**src/rtl/edge_updown_counter.sv**
```systemverilog
// rtl/edge_updown_counter.sv - bounded up/down counter stepped by synchronised button edges
module edge_updown_counter #(
  parameter int WIDTH       = 8,
  parameter int MIN_VAL     = 0,
  parameter int MAX_VAL     = 59,
  parameter int WRAP        = 1,
  parameter int SYNC_STAGES = 2
) (
  input  logic             clk,
  input  logic             reset,
  input  logic             up_in,
  input  logic             down_in,
  input  logic             load,
  input  logic [WIDTH-1:0] load_val,
  output logic [WIDTH-1:0] q,
  output logic             at_max,
  output logic             at_min,
  output logic             carry_pulse,
  output logic             borrow_pulse
);

  localparam logic [WIDTH-1:0] MAX_Q = WIDTH'(MAX_VAL);
  localparam logic [WIDTH-1:0] MIN_Q = WIDTH'(MIN_VAL);

  logic [SYNC_STAGES-1:0] up_sync;
  logic [SYNC_STAGES-1:0] down_sync;
  logic                   up_prev;
  logic                   down_prev;
  logic                   up_edge;
  logic                   down_edge;

  logic [WIDTH-1:0] q_next;
  logic             carry_next;
  logic             borrow_next;

  // Synchronisers and edge history run through reset so a held button
  // cannot produce a phantom step once reset releases.
  always_ff @(posedge clk) begin
    up_sync   <= {up_sync[SYNC_STAGES-2:0], up_in};
    down_sync <= {down_sync[SYNC_STAGES-2:0], down_in};
    up_prev   <= up_sync[SYNC_STAGES-1];
    down_prev <= down_sync[SYNC_STAGES-1];
  end

  assign up_edge   = up_sync[SYNC_STAGES-1] & ~up_prev;
  assign down_edge = down_sync[SYNC_STAGES-1] & ~down_prev;

  always_comb begin
    q_next      = q;
    carry_next  = 1'b0;
    borrow_next = 1'b0;
    if (load) begin
      if (load_val > MAX_Q)
        q_next = MAX_Q;
      else if (load_val < MIN_Q)
        q_next = MIN_Q;
      else
        q_next = load_val;
    end else if (up_edge ^ down_edge) begin
      if (up_edge) begin
        if (q >= MAX_Q) begin
          if (WRAP != 0) begin
            q_next     = MIN_Q;
            carry_next = 1'b1;
          end
        end else begin
          q_next = q + WIDTH'(1);
        end
      end else begin
        if (q <= MIN_Q) begin
          if (WRAP != 0) begin
            q_next      = MAX_Q;
            borrow_next = 1'b1;
          end
        end else begin
          q_next = q - WIDTH'(1);
        end
      end
    end
  end

  // Flags are derived from q_next so they land in the same cycle as q.
  always_ff @(posedge clk) begin
    if (reset) begin
      q            <= MIN_Q;
      at_min       <= 1'b1;
      at_max       <= 1'b0;
      carry_pulse  <= 1'b0;
      borrow_pulse <= 1'b0;
    end else begin
      q            <= q_next;
      at_min       <= (q_next == MIN_Q);
      at_max       <= (q_next == MAX_Q);
      carry_pulse  <= carry_next;
      borrow_pulse <= borrow_next;
    end
  end

endmodule

```
**config.mk**
```make
export PLATFORM = sky130hd
export DESIGN_NAME = edge_updown_counter
export DESIGN_NICKNAME = d
export VERILOG_FILES = /design/src/rtl/edge_updown_counter.sv
export SDC_FILE = /design/constraint.sdc
export NUM_CORES = 1
export LEC_CHECK = 0
export ABC_CLOCK_PERIOD_IN_PS = 2800
export CAP_MARGIN = 20
export CELL_PAD_IN_SITES_DETAIL_PLACEMENT = 0
export CELL_PAD_IN_SITES_GLOBAL_PLACEMENT = 1
export CORE_ASPECT_RATIO = 1.2
export CORE_MARGIN = 5
export CORE_UTILIZATION = 37
export CTS_BUF_LIST = sky130_fd_sc_hd__clkbuf_16
export CTS_CLUSTER_DIAMETER = 60
export DETAILED_ROUTE_END_ITERATION = 12
export PLACE_DENSITY_LB_ADDON = 0.1
export SKIP_CTS_REPAIR_TIMING = 1
export SLEW_MARGIN = 20
export SYNTH_ARGS = -nofsm -noshare
export SYNTH_HDL_FRONTEND = slang
export SYNTH_SLANG_ARGS = --single-unit
```
**constraint.sdc**
```tcl
create_clock -name clk -period 2.8 [get_ports clk]
set_clock_uncertainty 0.2 [all_clocks]
set_input_delay 0.7 -clock clk [delete_from_list [all_inputs] [get_ports clk]]
set_output_delay 0.7 -clock clk [all_outputs]
set_load 0.05 [all_outputs]
```
# Word-level counts from Yosys, hierarchy flattened
# Cells that the tools add are included.
[totals]
reg_bits = 18
elab_cells = 35
output_inout_bits = 12
[op_classes]
n_mux = 9
reduce_logical = 3
magnitude_cmp = 4
add_sub_neg = 2
eq_ne = 1
bitwise = 7
[op_table]
columns = ["cell", "count"]
rows = [
  ["two-way mux 8 bit", 7],
  ["adder 8 x 1 -> 8 bit (second input constant)", 1],
  ["equality test 8 x 6 -> 1 bit (second input constant)", 1],
  ["greater-or-equal comparator 8 x 6 -> 1 bit (second input constant)", 1],
  ["greater-than comparator 8 x 6 -> 1 bit (second input constant)", 1],
  ["<= comparator 8 x 1 -> 1 bit (second input constant)", 1],
  ["logical NOT 8 bit", 1],
  ["< comparator 8 x 1 -> 1 bit (second input constant)", 1],
  ["OR reduction 4 bit", 2],
  ["subtractor 8 x 1 -> 8 bit (second input constant)", 1],
  ["inverter 1 bit", 4],
  ["bitwise AND 1 bit", 2],
  ["two-way mux 1 bit", 2],
  ["bitwise XOR 1 bit", 1],
]

# Logic depth before layout (Yosys ltp)
[logic_depth]
depth_word = 6
depth_mapped = 10
ltp_nobuf = 9

# Worst setup path after synthesis
# No wires, ideal clock.
[synth_path]
path_kind = "register -> register"
from = "reg q[0]"
to = "reg at_min"
slack_ns = 0.168
t_required_ns = 2.504
setup_time_ns = 0.096
n_path_buf = 0
path_stages_with_launch = 9
arrival_time_ns = 2.336
cell_sequence = "dfxtp_1 inv_1 ha_1 nor3b_1 a211oi_1 a211oi_2 o41ai_1 nand2_1 o41ai_2"
[synth_via]
elab_chain_len = 6
elab_cells_between_ends = 10
[synth_rtl]
columns = ["item", "line", "text"]
rows = [
  ["start: declaration", "15", "output logic [WIDTH-1:0] q,"],
  ["start signal: assignment", "91", "q <= q_next;"],
  ["subtractor 8 x 1 -> 8 bit, or another cell as far along", "76", "q_next = q - WIDTH'(1);"],
  ["two-way mux 8 bit (on tied branches)", "70, 61", ""],
  ["two-way mux 8 bit", "60", "if (up_edge) begin"],
  ["two-way mux 8 bit (*)", "59", "end else if (up_edge ^ down_edge) begin"],
  ["two-way mux 8 bit (*)", "52", "if (load) begin"],
  ["logical NOT 8 bit (*)", "92", "at_min <= (q_next == MIN_Q);"],
  ["end signal: assignment", "92", ""],
  ["end: declaration", "17", "output logic at_min,"],
]
# Every way passes the cells marked *; elsewhere a longest branch is shown, timed or not.
# A chain may end at the register's enable or synchronous reset.

# Final worst setup path
[layout_path]
from = "reg q[2]"
to = "out q[2]"
# No word-level cell between the ends.

==> results_dict.tcl <==
set metrics [dict create \
    status "completed" \
    core_um2 3060 \
    clkLatencyLatePin_ps 250 \
    regArea_um2 360 \
    period_share 0.957 \
    cts.htree.levels 1 \
    end_kind "output pin" \
    ant_nets 0 \
    yosys.area.top_type "dfxtp_1" \
    vias_per_cell 5.55 \
    yosysWarnings 0 \
    cp.arrival_ps 1780 \
    fmaxAchievable_ghz 0.373 \
    synth_top_area_frac 0.310 \
    yosysMostFrequentCell "dfxtp_1" \
    syn-mean-instance-area_um2 8.95 \
    area_delta_synth_final_pct 33.4 \
    syn_inst 130 \
    overflow 0 \
    cts_buffers 3 \
    critPathKind "reg2out" \
    drt_iter0_markers 45 \
    synth_async_sr_flop_share 0 \
    synthTopCellsByArea "dfxtp_1 (31%), nor2_1 (5.2%), ha_1 (4.3%)" \
    drive_gt1_frac 0.230 \
    dominantRegCellSynth "dfxtp_1" \
    remaining_drc_errors 0 \
    grt_max_degree 15 \
    synth_edf_count 0 \
    maxSlewViolCount 0 \
    fin_nets 179 \
    drt_first_pass_iters 4 \
    nFillCells 305 \
    worst-path-stages 1 \
    io_buffers 24 \
    rr_startpoint "up_prev$_DFF_P_" \
    core.rowCount 22 \
    critPathLaunch "q[2]$_SDFF_PP0_" \
    die_h_um 71.4 \
    tightest_slew_ps 502 \
    setup_tns_ps 0 \
    finalHoldViolations 0 \
    grt_usage 0.154 \
    synth_nets 147 \
    grt_pass1_wl_um 5150 \
    peakVddDrop_v 0.000462 \
    crit_path_start_kind "flop" \
    routed_wl_um 3090 \
    initial_utilization 0.381 \
    rsz0062_at_grt "false" \
    diodes 0 \
    cp_num_buf_inv 1 \
    setup_viol 0 \
    wire_per_inst_um 15.7 \
    cp_data_required_time_ps 1900 \
    vias 1093 \
    relSlewSlack 0.664 \
    dieArea_um2 4370 \
    p_leak_nw 0.612 \
    crit_family "buffers and inverters" \
    worstPathMaxFanout 14 \
    multi_input_area_um2 727 \
    crit_end "q[2]" \
    r2r_end "at_max$_SDFF_PP0_" \
    regToRegSetupSlack_ps 180 \
    yosysSeqAreaShare 0.310 \
    ys_ff_latch 18 \
    critPathMaxStageDelay_ps 900 \
    cp_slowest_cell "clkdlybuf4s50_1" \
    cts_tree "yes" \
    crit_path_cell_trace "clkdlybuf4s50_1" \
    hpwlAfterDp_um 2370 \
    io_pins 25 \
    maxCapViolations 0 \
    hold_path.class "reg2reg" \
    cts_buffer_depth 2 \
    ctsRootBufferMaster "clkbuf_16" \
    grt_pass1_vias 1122 \
    cts.sinks 18 \
    clk_pin_slew_ps 50 \
    antenna_found_initial 0 \
    dieWidth_um 61.2 \
    synth_cell_types 56 \
    period_minus_slack_ps 2680 \
    rr_worst_depth 9 \
    syn_area_um2 1160 \
    whs_ps 123 \
    routabilityCongestion 0.884 \
    synth_common_cells "dfxtp_1 (18), nor2_1 (16), nor3_1 (7), inv_1 (6), nand3_1 (6)" \
    p_per_area_nw_per_um2 538 \
]
==> stage by stage <==
| step | utilization | power [mW] | setup WS [ps] | cell area (µm²) | std cells |
|---|---|---|---|---|---|
| floorplan | - | 0.469 | 168 | 1160 | 130 |
| global placement | 0.478 | 0.553 | 78.5 | 1460 | 193 |
| detailed placement | 0.478 | 0.553 | 47.1 | 1460 | 193 |
| CTS | 0.504 | 0.838 | 48.8 | 1540 | 197 |
| global route | 0.508 | 0.882 | 49.0 | 1550 | 197 |
| finish | 0.508 | 0.836 | 120 | 1550 | 197 |
==> logic make-up (layout without fill, tap and decap cells) <==
| group | after synthesis | after routing | synth area share |
|---|---|---|---|
| xor+xnor | 1 | 1 | 0.00753 |
| fa+ha+maj | 4 | 4 | 0.0430 |
| simple gates | 63 | 63 | 0.335 |
| buf+inv | 14 | 45 | 0.0763 |
| mux | 2 | 2 | 0.0183 |
| flops | 18 | 18 | 0.310 |
| compound gates | 28 | 28 | 0.210 |
==> cell usage in the layout, fill, tap and decap left out, types with 2 or more instances in the layout <==
cell	synthesis	routed
clkdlybuf4s50_1	0	24
dfxtp_1	18	18
nor2_1	16	16
buf_4	0	10
nor3_1	7	7
inv_1	6	6
nand3_1	6	6
nand2_1	4	4
a211oi_1	4	4
nand2b_1	4	3
o22ai_1	3	3
and3_1	3	3
ha_1	4	3
clkbuf_16	0	3
or3_1	2	2
nor4_1	2	2
o31ai_1	2	2
a211oi_2	2	2
o41ai_2	1	2
or3_2	2	2
nor3_2	2	2
o21ai_0	2	2
==> state kept, by name, indices dropped and copies added, names as in the netlist <==
| register | flops |
|---|---|
| at_max | 1 |
| at_min | 1 |
| borrow_pulse | 1 |
| carry_pulse | 1 |
| down_prev | 1 |
| down_sync | 2 |
| q | 8 |
| up_prev | 1 |
| up_sync | 2 |
==> power by group <==
| group | leakage (nW) | internal, mW | total (mW) | switching (mW) |
|---|---|---|---|---|
| clock | 0.0385 | 0.190 | 0.283 | 0.0930 |
| sequential | 0.149 | 0.272 | 0.294 | 0.0220 |
| combinational | 0.424 | 0.115 | 0.259 | 0.144 |
| total | 0.612 | 0.577 | 0.836 | 0.259 |
==> area by class of cell <==
cell class	count	share of cell area
Multi-Input combinational cell	98	0.468
Tap cell	36	0.0290
Inverter	7	0.0169
Clock inverter	1	0.00242
Clock buffer	3	0.0483
Sequential cell	18	0.232
Timing Repair Buffer	34	0.203
==> worst min-delay path by stage <==
| stage | from | end | slack, ps | cells after the start |
|---|---|---|---|---|
| floorplan | down_sync[0]$_DFF_P_ | down_sync[1]$_DFF_P_ | 110 | 0 |
| global placement | up_sync[0]$_DFF_P_ | up_sync[1]$_DFF_P_ | 110 | 0 |
| detailed placement | up_sync[0]$_DFF_P_ | up_sync[1]$_DFF_P_ | 110 | 0 |
| CTS | up_sync[0]$_DFF_P_ | up_sync[1]$_DFF_P_ | 130 | 0 |
| global route | up_sync[0]$_DFF_P_ | up_sync[1]$_DFF_P_ | 140 | 0 |
| finish | up_sync[0]$_DFF_P_ | up_sync[1]$_DFF_P_ | 120 | 0 |
==> routing by layer <==
layer  wire [µm]  vias up  part of all wire  track usage
met5           0        -                 0            0
met4          73        0             0.024       0.0771
met3         117        7             0.038       0.0180
met2        1510       24              0.49        0.246
met1        1380      517              0.45        0.198
li1            -      545                 -            -
No activity file was read; power rests on OpenSTA's default activity.
